==> config.mk <==
export PLATFORM = sky130hd
export DESIGN_NAME = uart_rx_core
export DESIGN_NICKNAME = d
export VERILOG_FILES = /design/src/rtl/uart_pkg.sv /design/src/rtl/uart_rx_sync.sv /design/src/rtl/uart_rx_core.sv
export SDC_FILE = /design/constraint.sdc
export NUM_CORES = 1
export LEC_CHECK = 0
export ABC_AREA = 1
export CAP_MARGIN = 20
export CORE_MARGIN = 2
export CORE_UTILIZATION = 53
export CTS_CLUSTER_SIZE = 40
export DETAILED_ROUTE_END_ITERATION = 10
export PLACE_DENSITY_LB_ADDON = 0.08
export SYNTH_ARGS = -nofsm -noshare
export SYNTH_HDL_FRONTEND = slang
export SYNTH_HIERARCHICAL = 1
export SYNTH_SLANG_ARGS = --single-unit
==> constraint.sdc <==
create_clock -name clk -period 1.7 [get_ports clk]
set_input_delay 0.51 -clock clk [delete_from_list [all_inputs] [get_ports clk]]
set_output_delay 0.51 -clock clk [all_outputs]
set_load 0.1 [all_outputs]
==> src/rtl/uart_pkg.sv <==
// Shared UART definitions: FSM encodings, oversampling constants, vote helper.
package uart_pkg;

  typedef enum logic [1:0] {
    ST_IDLE  = 2'd0,
    ST_START = 2'd1,
    ST_DATA  = 2'd2,
    ST_STOP  = 2'd3
  } uart_state_e;

  localparam int unsigned OVERSAMPLE = 16;
  localparam int unsigned TICK_W     = $clog2(OVERSAMPLE);

  localparam logic [TICK_W-1:0] SAMPLE_T0 = TICK_W'(7);
  localparam logic [TICK_W-1:0] SAMPLE_T1 = TICK_W'(8);
  localparam logic [TICK_W-1:0] SAMPLE_T2 = TICK_W'(9);
  localparam logic [TICK_W-1:0] LAST_TICK = TICK_W'(OVERSAMPLE - 1);

  // 2-of-3 majority used for every bit decision
  function automatic logic majority3(input logic a, input logic b, input logic c);
    return (a & b) | (a & c) | (b & c);
  endfunction

endpackage

==> src/rtl/uart_rx_sync.sv <==
// Two-flop synchronizer for asynchronous serial inputs; resets to line-idle (1).
module uart_rx_sync (
  input  logic clk,
  input  logic rst_n,
  input  logic d,
  output logic q
);

  logic meta;

  always_ff @(posedge clk or negedge rst_n) begin
    if (!rst_n) begin
      meta <= 1'b1;
      q    <= 1'b1;
    end else begin
      meta <= d;
      q    <= meta;
    end
  end

endmodule

==> src/rtl/uart_rx_core.sv <==
// UART receiver: 16x oversampled, 3-sample majority vote, LSB-first, no parity.
module uart_rx_core
  import uart_pkg::*;
#(
  parameter int unsigned DATA_BITS = 8,
  parameter int unsigned STOP_BITS = 1
) (
  input  logic                 clk,
  input  logic                 rst_n,
  input  logic                 baud_tick_16x,
  input  logic                 rx,
  output logic [DATA_BITS-1:0] rx_data,
  output logic                 rx_valid,
  output logic                 frame_err,
  output logic                 rx_busy
);

  localparam int unsigned BIT_W  = $clog2(DATA_BITS);
  localparam int unsigned STOP_W = 1;
  localparam logic [BIT_W-1:0]  BIT_LAST  = BIT_W'(DATA_BITS - 1);
  localparam logic [STOP_W-1:0] STOP_LAST = STOP_W'(STOP_BITS - 1);

  logic rx_s;

  uart_rx_sync u_sync (
    .clk   (clk),
    .rst_n (rst_n),
    .d     (rx),
    .q     (rx_s)
  );

  uart_state_e          state_q, state_d;
  logic [TICK_W-1:0]    tick_q, tick_d;
  logic [BIT_W-1:0]     bit_q, bit_d;
  logic [STOP_W-1:0]    stop_q, stop_d;
  logic [DATA_BITS-1:0] shift_q, shift_d;
  logic                 samp0_q, samp0_d;
  logic                 samp1_q, samp1_d;
  logic                 err_q, err_d;
  logic                 armed_q, armed_d;
  logic [DATA_BITS-1:0] rx_data_d;
  logic                 rx_valid_d, frame_err_d, rx_busy_d;

  logic vote, at_t0, at_t1, at_t2, at_last;

  assign vote    = majority3(samp0_q, samp1_q, rx_s);
  assign at_t0   = baud_tick_16x && (tick_q == SAMPLE_T0);
  assign at_t1   = baud_tick_16x && (tick_q == SAMPLE_T1);
  assign at_t2   = baud_tick_16x && (tick_q == SAMPLE_T2);
  assign at_last = baud_tick_16x && (tick_q == LAST_TICK);

  // State register
  always_ff @(posedge clk or negedge rst_n) begin
    if (!rst_n) state_q <= ST_IDLE;
    else        state_q <= state_d;
  end

  // Next-state logic; all transitions happen on tick cycles only
  always_comb begin
    state_d = state_q;
    case (state_q)
      ST_IDLE:  if (baud_tick_16x && armed_q && !rx_s) state_d = ST_START;
      ST_START: begin
        if (at_t2 && vote)  state_d = ST_IDLE;
        else if (at_last)   state_d = ST_DATA;
      end
      ST_DATA:  if (at_last && bit_q == BIT_LAST) state_d = ST_STOP;
      ST_STOP:  if (at_t2 && stop_q == STOP_LAST) state_d = ST_IDLE;
      default:  state_d = ST_IDLE;
    endcase
  end

  // Datapath and output next values
  always_comb begin
    tick_d      = tick_q;
    bit_d       = bit_q;
    stop_d      = stop_q;
    shift_d     = shift_q;
    samp0_d     = samp0_q;
    samp1_d     = samp1_q;
    err_d       = err_q;
    armed_d     = armed_q;
    rx_data_d   = rx_data;
    rx_valid_d  = 1'b0;
    frame_err_d = 1'b0;
    rx_busy_d   = (state_d != ST_IDLE);

    if (baud_tick_16x) begin
      tick_d = TICK_W'(tick_q + TICK_W'(1));
      if (at_t0) samp0_d = rx_s;
      if (at_t1) samp1_d = rx_s;
      case (state_q)
        ST_IDLE: begin
          tick_d  = '0;
          // a start is only armed after the line has been seen high (break recovery)
          armed_d = rx_s;
        end
        ST_START: begin
          if (state_d == ST_IDLE) tick_d = '0;
          if (at_last)            bit_d  = '0;
        end
        ST_DATA: begin
          if (at_t2) shift_d = {vote, shift_q[DATA_BITS-1:1]};
          if (at_last) begin
            if (bit_q == BIT_LAST) stop_d = '0;
            else                   bit_d  = BIT_W'(bit_q + BIT_W'(1));
          end
        end
        ST_STOP: begin
          if (at_t2) begin
            err_d = err_q | ~vote;
            // final stop ends mid-bit to leave margin for a back-to-back start edge
            if (stop_q == STOP_LAST) begin
              rx_data_d   = shift_q;
              rx_valid_d  = 1'b1;
              frame_err_d = err_q | ~vote;
              err_d       = 1'b0;
              tick_d      = '0;
            end
          end else if (at_last) begin
            stop_d = STOP_W'(stop_q + STOP_W'(1));
          end
        end
        default: tick_d = '0;
      endcase
    end
  end

  always_ff @(posedge clk or negedge rst_n) begin
    if (!rst_n) begin
      tick_q    <= '0;
      bit_q     <= '0;
      stop_q    <= '0;
      shift_q   <= '0;
      samp0_q   <= 1'b1;
      samp1_q   <= 1'b1;
      err_q     <= 1'b0;
      armed_q   <= 1'b0;
      rx_data   <= '0;
      rx_valid  <= 1'b0;
      frame_err <= 1'b0;
      rx_busy   <= 1'b0;
    end else begin
      tick_q    <= tick_d;
      bit_q     <= bit_d;
      stop_q    <= stop_d;
      shift_q   <= shift_d;
      samp0_q   <= samp0_d;
      samp1_q   <= samp1_d;
      err_q     <= err_d;
      armed_q   <= armed_d;
      rx_data   <= rx_data_d;
      rx_valid  <= rx_valid_d;
      frame_err <= frame_err_d;
      rx_busy   <= rx_busy_d;
    end
  end

endmodule

Word-level counts from Yosys, hierarchy flattened
Index checks and enable logic that the tools add are counted.

operators by class
  add/subtract/negate cells = 3
  $mul = 0
  div/mod/pow operators = 0
  magnitude comparators = 0
  eq/ne operators = 14
  shift operators = 0
  muxes and demuxes = 28
  bitwise logic cells = 8
  reductions and logical operators = 23

operator list
  cell                                                             count
  1-bit two-way mux                                                13
  4-bit == test, second input constant                             3
  4-bit two-way mux                                                3
  2-bit != test, second input constant                             6
  4-bit case mux with 3 select lines                               1
  2-bit two-way mux                                                5
  1-bit logical AND                                                9
  3-bit two-way mux                                                3
  2-bit case mux with 4 select lines                               1
  3-bit case mux with 2 select lines                               1
  2-bit AND reduction                                              3
  3-bit AND reduction                                              2
  6-bit AND reduction                                              1
  2-bit nonzero test                                               3
  5-bit AND reduction                                              1
  4-bit by 1-bit adder with 4-bit output, second input constant    1
  2-bit == test, second input constant                             2
  4-bit by 3-bit == test with 1-bit output, second input constant  1
  2-bit logical NOT                                                2
  4-bit AND reduction                                              1
  3-bit by 1-bit adder with 3-bit output, second input constant    1
  1-bit bitwise AND                                                3
  3-bit == test, second input constant                             1
  1-bit bitwise OR                                                 3
  5 further kinds                                                  6

word-level totals
  register bits after elaboration = 35
  bits in latches = 0
  RAM bits = 0
  ROM bits = 0
  bits of input ports = 4
  output and inout bits = 11
  logic and storage cells = 91
  memories kept = 0

Depth between registers and ports, before layout
Gate-level depths: netlist (run 1).

  depth in word-level cells = 9
  gate-level depth with buffers = 13
  gate-level depth less buffers = 13

Hierarchy
The synthesis (run 1) kept the hierarchy.

modules (own cells, without submodules)
  module        times used  cells each  area an instance (µm²)  sequential area each (µm²)
  uart_rx_core  1           183         1610.3                  828.3
  uart_rx_sync  1           2           52.6                    52.6

Worst setup path before layout (run 1)
OpenSTA, ideal clock, no wires.

  path kind = flip-flop to flip-flop
  start = register tick_q[1]
  end = register tick_q[3]
  setup time = 0.113 ns
  data arrival time = 1.358 ns
  required time = 1.587 ns
  setup slack = 0.230 ns
  stages on the path, launching flop included = 14
  buffers on the path = 0
  period minus slack after synthesis = 1.470 ns
  cell sequence = dfrtp_1 > inv_1 > ha_1 > inv_1 > nor2_4 > nand3_2 > nand2_1 > nand2_1 > nor2_2 > nand3_2 > nand2_2 > nand3_2 > nand2_1 > inv_1

between the ends
  longest elaborated chain between the ends = 8
  elaborated cells on any way between the ends = 18
  classes of those cells = 1 x add/sub; 2 x eq/ne; 9 x mux; 6 x reduce/logical

RTL lines
  what                                             RTL line                                                    source
  start: declaration                               uart_rx_core.sv:33                                          logic [TICK_W-1:0] tick_q, tick_d;
  start signal: assignment                         uart_rx_core.sv:144                                         tick_q <= tick_d;
  4-bit == test (on tied branches)                 uart_rx_core.sv:50, uart_rx_core.sv:49
  1-bit logical AND (on tied branches)             uart_rx_core.sv:50, uart_rx_core.sv:49
  2-bit two-way mux, or another cell as far along  uart_rx_core.sv:65                                          else if (at_last) state_d = ST_DATA;
  2-bit two-way mux (on tied branches)             uart_rx_core.sv:64, uart_rx_core.sv:67, uart_rx_core.sv:68
  2-bit case mux with 4 select lines               uart_rx_core.sv:61                                          case (state_q)
  2-bit logical NOT                                uart_rx_core.sv:99                                          if (state_d == ST_IDLE) tick_d = '0;
  4-bit two-way mux                                uart_rx_core.sv:99
  4-bit case mux with 3 select lines (*)           uart_rx_core.sv:92                                          case (state_q)

Mark *: on every way between the ends. The rest lies on a longest branch, timed or not.
A chain may end at the register's enable or synchronous reset.

Worst setup path in the final report (run 1)
Ends and elaborated chain as after synthesis.

==> results of run 1 <==
-- worst reg2reg max path: stages, from the launching register on --
cell and delay (ps):
dfrtp_1 400, buf_4 130, ha_2 190, nand4_1 150, nand2_1 130, nor2_1 60, nor2_2 150, nand3_2 120
nand2_2 100, nand3_2 80, nand2_1 70, inv_1 40
-- cells in the final DEF (no fill, tap or decap), types with 5 or more instances in the layout --
cell type and n:
inv_2 6, nand2_1 48, nor2_2 5, o21ai_2 6, buf_12 12, inv_1 24, dfrtp_1 30, nor2_1 12
clkbuf_4 5, nand2_2 8, o21ai_0 14, buf_4 16
-- layer usage --
metal	global-route usage	up-vias	share of wire
li1	-	637	-
met1	0.279	590	0.46
met2	0.303	20	0.49
met3	0.0498	7	0.039
met4	0.0794	0	0.015
met5	0	-	0
-- final cells by class --
class | instances | area, um^2
well taps | 44 | 55.1
clock inverters | 1 | 5.00
repair buffers | 31 | 389
multi-input cells | 116 | 658
flip-flops and latches | 35 | 882
fillers | 250 | 872
inverters | 31 | 121
clock buffers | 7 | 45.0
-- worst max-delay path by stage --
stage	slack, ps	cells after the start	end
2_1_floorplan	230	13	tick_q[3]
3_3_place_gp	-440	12	tick_q[3]
3_5_place_dp	-480	12	tick_q[3]
4_1_cts	10	13	tick_q[3]
5_1_grt	-130	11	tick_q[3]
6_report	-20	11	tick_q[3]
-- cell families after synthesis --
| family | count (synthesis) | synth area share |
|---|---|---|
| adder cells (fa/ha/maj) | 5 | 0.0376 |
| AND/OR/NAND/NOR | 88 | 0.258 |
| buffers and inverters | 34 | 0.0895 |
| AO/OA/AOI/OAI | 22 | 0.0798 |
| XOR/XNOR | 1 | 0.00527 |
| flip-flops | 35 | 0.530 |
-- per-stage QoR --
step,TNS (ps),power [mW],utilization
floorplan,0,1.84,-
global placement,-9530,2.08,0.675
detailed placement,-10640,2.12,0.675
CTS,0,2.55,0.691
global route,-529,2.86,0.712
finish,-29.3,2.65,0.712
-- report_power, final --
part	internal [mW]	switching, mW	total [mW]
clock network	0.161	0.258	0.419
registers	1.07	0.193	1.26
logic	0.404	0.558	0.962
total	1.64	1.01	2.65
-- repair_timing --
action / CTS / global route
pin swaps: 0 / 7
setup buffers: 0 / 5
endpoints found under the hold margin: 0 / 0
endpoints found under the setup margin: 17 / 10
gates resized for setup: 1 / 10
-- registers in the layout (all words and copies together) (netlist names), 2 cells and up --
name and cells:
bit_q 3, tick_q 4, rx_data 8, state_q 2
shift_q 8
==> results.sh, run 1 <==
export IMPL_min_to="u_sync/q"
export IMPL_core_rowCount=20
export IMPL_synth_largest_area_cell="dfrtp_1"
export IMPL_timing_slew_headroom=0.763
export IMPL_ys_types=23
export IMPL_cp_arrival_ps=1950
export IMPL_failed_checks="negative setup slack"
export IMPL_yosys_most_used_dff="dfrtp_1"
export IMPL_hp_start="u_sync/meta"
export IMPL_critPathSlowestCell="dfrtp_1"
export IMPL_antenna_left=0
export IMPL_drive_gt1_frac=0.344
export IMPL_slew_viol_final=0
export IMPL_dp_slack_ps=-480
export IMPL_cts_buffers=5
export IMPL_yosys_top_cells_count="nand2_1 (51), dfrtp_1 (31), inv_1 (26)"
export IMPL_grt_pass1_vias=1215
export IMPL_grt_pass1_wl_um=5280
export IMPL_fp_dieH_um=60.0
export IMPL_peakVddDrop_mv=0.856
export IMPL_io_buffers=14
export IMPL_syn_inst=185
export IMPL_leakagePower_nw=1.05
export IMPL_worstPathRequired_ps=1930
export IMPL_grt_max_degree=36
export IMPL_ys_warn_count=6
export IMPL_vias=1254
export IMPL_via_per_inst=4.73
export IMPL_ys_top_cells_by_area="dfrtp_1 (47%), nand2_1 (12%), dfstp_2 (6.3%)"
export IMPL_setup_viol=2
export IMPL_reg2reg_from="tick_q[1]"
export IMPL_hp_class="flop to flop"
export IMPL_gp_congestion=0.886
export IMPL_final_period_utilization=1.01
export IMPL_max_freq_ghz=0.581
export IMPL_regToRegSetupSlack_ps=-20
export IMPL_synth_area_um2=1660
export IMPL_die_area_um2=3600
export IMPL_power_density_nw_per_um2=1230
export IMPL_place_area_um2=2040
export IMPL_setup_slack_ps=-22.5
export IMPL_root_buffer="clkbuf_4"
export IMPL_track_usage=0.201
export IMPL_hold_violations=0
export IMPL_synth_edf_count=0
export IMPL_drt_wl_total_um=3150
export IMPL_hold_buffers=0
export IMPL_first_pass_iters=4
export IMPL_hold_depth=0
export IMPL_tightest_slew_ps=355
export IMPL_numClockSinks=35
export IMPL_crit_fanout=3
export IMPL_final_min_clock_period_ps=1720
export IMPL_hold_ws_ps=364
export IMPL_drtIter0Drc=66
export IMPL_syn_area_per_cell_um2=8.99
export IMPL_synthArstFlopShare=1.00
export IMPL_maxCapViolCount=0
export IMPL_end_kind="flop"
export IMPL_fin_cells=265
export IMPL_place_hpwl_um=2200
export IMPL_synth_most_common_cell="nand2_1"
export IMPL_synth_seq_cells=35
export IMPL_path_delay_family="simple AND/OR/NAND/NOR gates"
export IMPL_status="finished, violations left"
export IMPL_fin_area_um2=2160
export IMPL_startpoint_type="flop"
export IMPL_wl_per_cell_um=11.9
export IMPL_cts_clk_slew_worst_paths_ps=100
export IMPL_antenna_found_initial=0
export IMPL_criticalPathCategory="flop to flop"
export IMPL_gr_total_overflow=0
export IMPL_route_detailed_drc=0
export IMPL_htree_levels=2
export IMPL_reg2reg_depth=11
export IMPL_cp_cell_sequence="buf_4 -> ha_2 -> nand4_1 -> nand2_1 -> nor2_1 -> nor2_2 -> nand3_2 -> nand2_2 -> nand3_2 -> nand2_1 -> inv_1"
export IMPL_critPathBufInv=2
export IMPL_fp_dieW_um=60.0
export IMPL_cts_max_path_buffers=2
export IMPL_crit_start="tick_q[1]"
export IMPL_area_growth_pct=29.6
export IMPL_fin_nets=229
export IMPL_rsz0062_at_grt="true"
export IMPL_syn_num_nets=194
export IMPL_fp_coreArea_um2=3030
export IMPL_cts_tree="yes"
export IMPL_start_util=0.549
export IMPL_boundaryPins=15
export IMPL_rr_endpoint="tick_q[3]"
export IMPL_clkLatencyLatePin_ps=320
export IMPL_antenna_cells=0
export IMPL_ys_seq_area_frac=0.530
export IMPL_max_stage_delay_ps=400
export IMPL_place_inst=252
export IMPL_yosysTopAreaCellShare=0.467
export IMPL_finClkSkew_ps=4.44
Power figures use the tool's default switching activity.
==> run 2, diff against run 1 <==
--- a/constraint.sdc
+++ b/constraint.sdc
@@ -3,2 +3,2 @@
 set_output_delay 0.51 -clock clk [all_outputs]
-set_load 0.1 [all_outputs]
+set_load 0.01 [all_outputs]
==> results.sh, run 2 (synthesized netlist as in run 1, its figures left out) <==
export IMPL_status="completed"
export IMPL_route_detailed_drc=0
export IMPL_finClkSkew_ps=26.0
export IMPL_power_density_nw_per_um2=1260
export IMPL_place_hpwl_um=2220
export IMPL_end_kind="flop"
export IMPL_antenna_found_initial=0
export IMPL_antenna_cells=0
export IMPL_timing_slew_headroom=0.781
export IMPL_fp_coreArea_um2=3030
export IMPL_final_util=0.686
export IMPL_n_fill_cell=256
export IMPL_tns_ps=0
export IMPL_root_buffer="clkbuf_4"
export IMPL_drt_wl_total_um=3210
export IMPL_drive_gt1_frac=0.317
export IMPL_hp_start="u_sync/meta"
export IMPL_io_buffers=14
export IMPL_tightest_slew_ps=329
export IMPL_via_per_inst=4.71
export IMPL_grt_max_degree=36
export IMPL_boundaryPins=15
export IMPL_cts_buffers=5
export IMPL_vias=1263
export IMPL_hp_class="flop to flop"
export IMPL_final_min_clock_period_ps=1670
export IMPL_start_util=0.549
export IMPL_cts_max_path_buffers=2
export IMPL_reg2reg_from="tick_q[1]"
export IMPL_final_cell_mix="nand2_1 (46), dfrtp_1 (30), inv_1 (24), buf_4 (19), o21ai_0 (14)"
export IMPL_first_pass_iters=4
export IMPL_gr_total_overflow=0
export IMPL_track_usage=0.201
export IMPL_antenna_left=0
export IMPL_setup_slack_ps=26.3
export IMPL_wl_per_cell_um=12.0
export IMPL_startpoint_type="flop"
export IMPL_grt_pass1_wl_um=5170
export IMPL_dp_slack_ps=-476
export IMPL_netSwitchingPower_mw=0.988
export IMPL_rsz0062_at_grt="true"
export IMPL_fin_area_um2=2080
export IMPL_place_area_um2=1930
export IMPL_p_clk_frac=0.171
export IMPL_seq_power_share=0.477
export IMPL_final_common_cell="nand2_1"
export IMPL_power_mw=2.62
export IMPL_drtIter0Drc=68
export IMPL_hold_violations=0
export IMPL_cp_arrival_ps=1940
export IMPL_crit_fanout=2
export IMPL_gp_congestion=0.923
export IMPL_fp_dieW_um=60.0
export IMPL_htree_levels=2
export IMPL_fp_dieH_um=60.0
export IMPL_maxCapViolCount=0
export IMPL_hold_buffers=0
export IMPL_switching_share=0.377
export IMPL_max_freq_ghz=0.597
export IMPL_peakVddDrop_mv=0.749
export IMPL_numClockSinks=35
export IMPL_cts_tree="yes"
export IMPL_crit_start="tick_q[1]"
export IMPL_fin_nets=232
export IMPL_leakagePower_nw=1.06
export IMPL_criticalPathCategory="flop to flop"
export IMPL_setup_viol=0
export IMPL_clkLatencyLatePin_ps=350
export IMPL_worstPathRequired_ps=1970
export IMPL_slew_viol_final=0
export IMPL_p_comb_frac=0.353
export IMPL_cts_clk_slew_worst_paths_ps=120
export IMPL_final_period_utilization=0.985
export IMPL_die_area_um2=3600
export IMPL_grt_pass1_vias=1220
export IMPL_area_growth_pct=25.0
export IMPL_reg_top3="rx_data x8, shift_q x8, tick_q x4"
export IMPL_core_rowCount=20
export IMPL_p_int_mw=1.63
==> run 2: repair_timing <==
item / 4_1_cts / 5_1_grt
gates resized for setup: 12 / 15
endpoints found under the hold margin: 0 / 0
pin swaps: 0 / 8
buffers inserted: 1 / 7
endpoints found under the setup margin: 15 / 5
==> run 2: power groups by stage <==
| stage | sequential (mW) | clock [mW] | combinational [mW] |
|---|---|---|---|
| final | 1.25 | 0.448 | 0.925 |
| after global routing | 1.28 | 0.493 | 1.06 |
| after CTS | 1.24 | 0.467 | 0.781 |
| after detailed placement | 1.27 | 0 | 0.757 |
| after global placement | 1.25 | 0 | 0.719 |
| after floorplan | 1.23 | 0 | 0.532 |
==> run 2: path summary, 6_finish.rpt <==
| path | endpoint | slack (ps) | cells past startpoint |
|---|---|---|---|
| setup / recovery | tick_q[2] | 30 | 13 |
| hold / removal | u_sync/q | 360 | 0 |
| setup reg to reg | tick_q[2] | 30 | 13 |
| hold reg to reg | u_sync/q | 360 | 0 |
| max in group asynchronous | u_sync/meta | 900 | 2 |
| min in group asynchronous | tick_q[2] | 510 | 2 |
==> run 2: routing by layer <==
metal | global-route usage | share of wire
met1 | 0.256 | 0.44
met2 | 0.314 | 0.50
met3 | 0.0649 | 0.030
met4 | 0.0857 | 0.021
met5 | 0 | 0
==> run 2: metrics by stage <==
stage / hold WS, ps / instances
after floorplan: 214 / 185
after global placement: 346 / 252
after detailed placement: 347 / 252
after CTS: 362 / 261
after global routing: 367 / 268
final: 359 / 268
==> run 2: cell type report <==
type	count	area, um^2	area share
flip-flops and latches	35	882	0.424
multi-input cells	116	678	0.326
repair buffers	34	288	0.138
inverters	31	121	0.0584
well taps	44	55.1	0.0265
clock buffers	6	41.3	0.0199
clock inverters	2	12.5	0.00602
==> run 2: worst max-delay path, stage by stage (launching register included) <==
cell	delay, ps
dfrtp_1	410
inv_2	80
ha_4	120
inv_2	40
nor2_4	150
nand3_2	110
nand2_2	100
nand2_2	80
nor2_4	130
nand3_2	90
nand2_2	90
nand3_2	90
nand2_1	80
inv_1	30
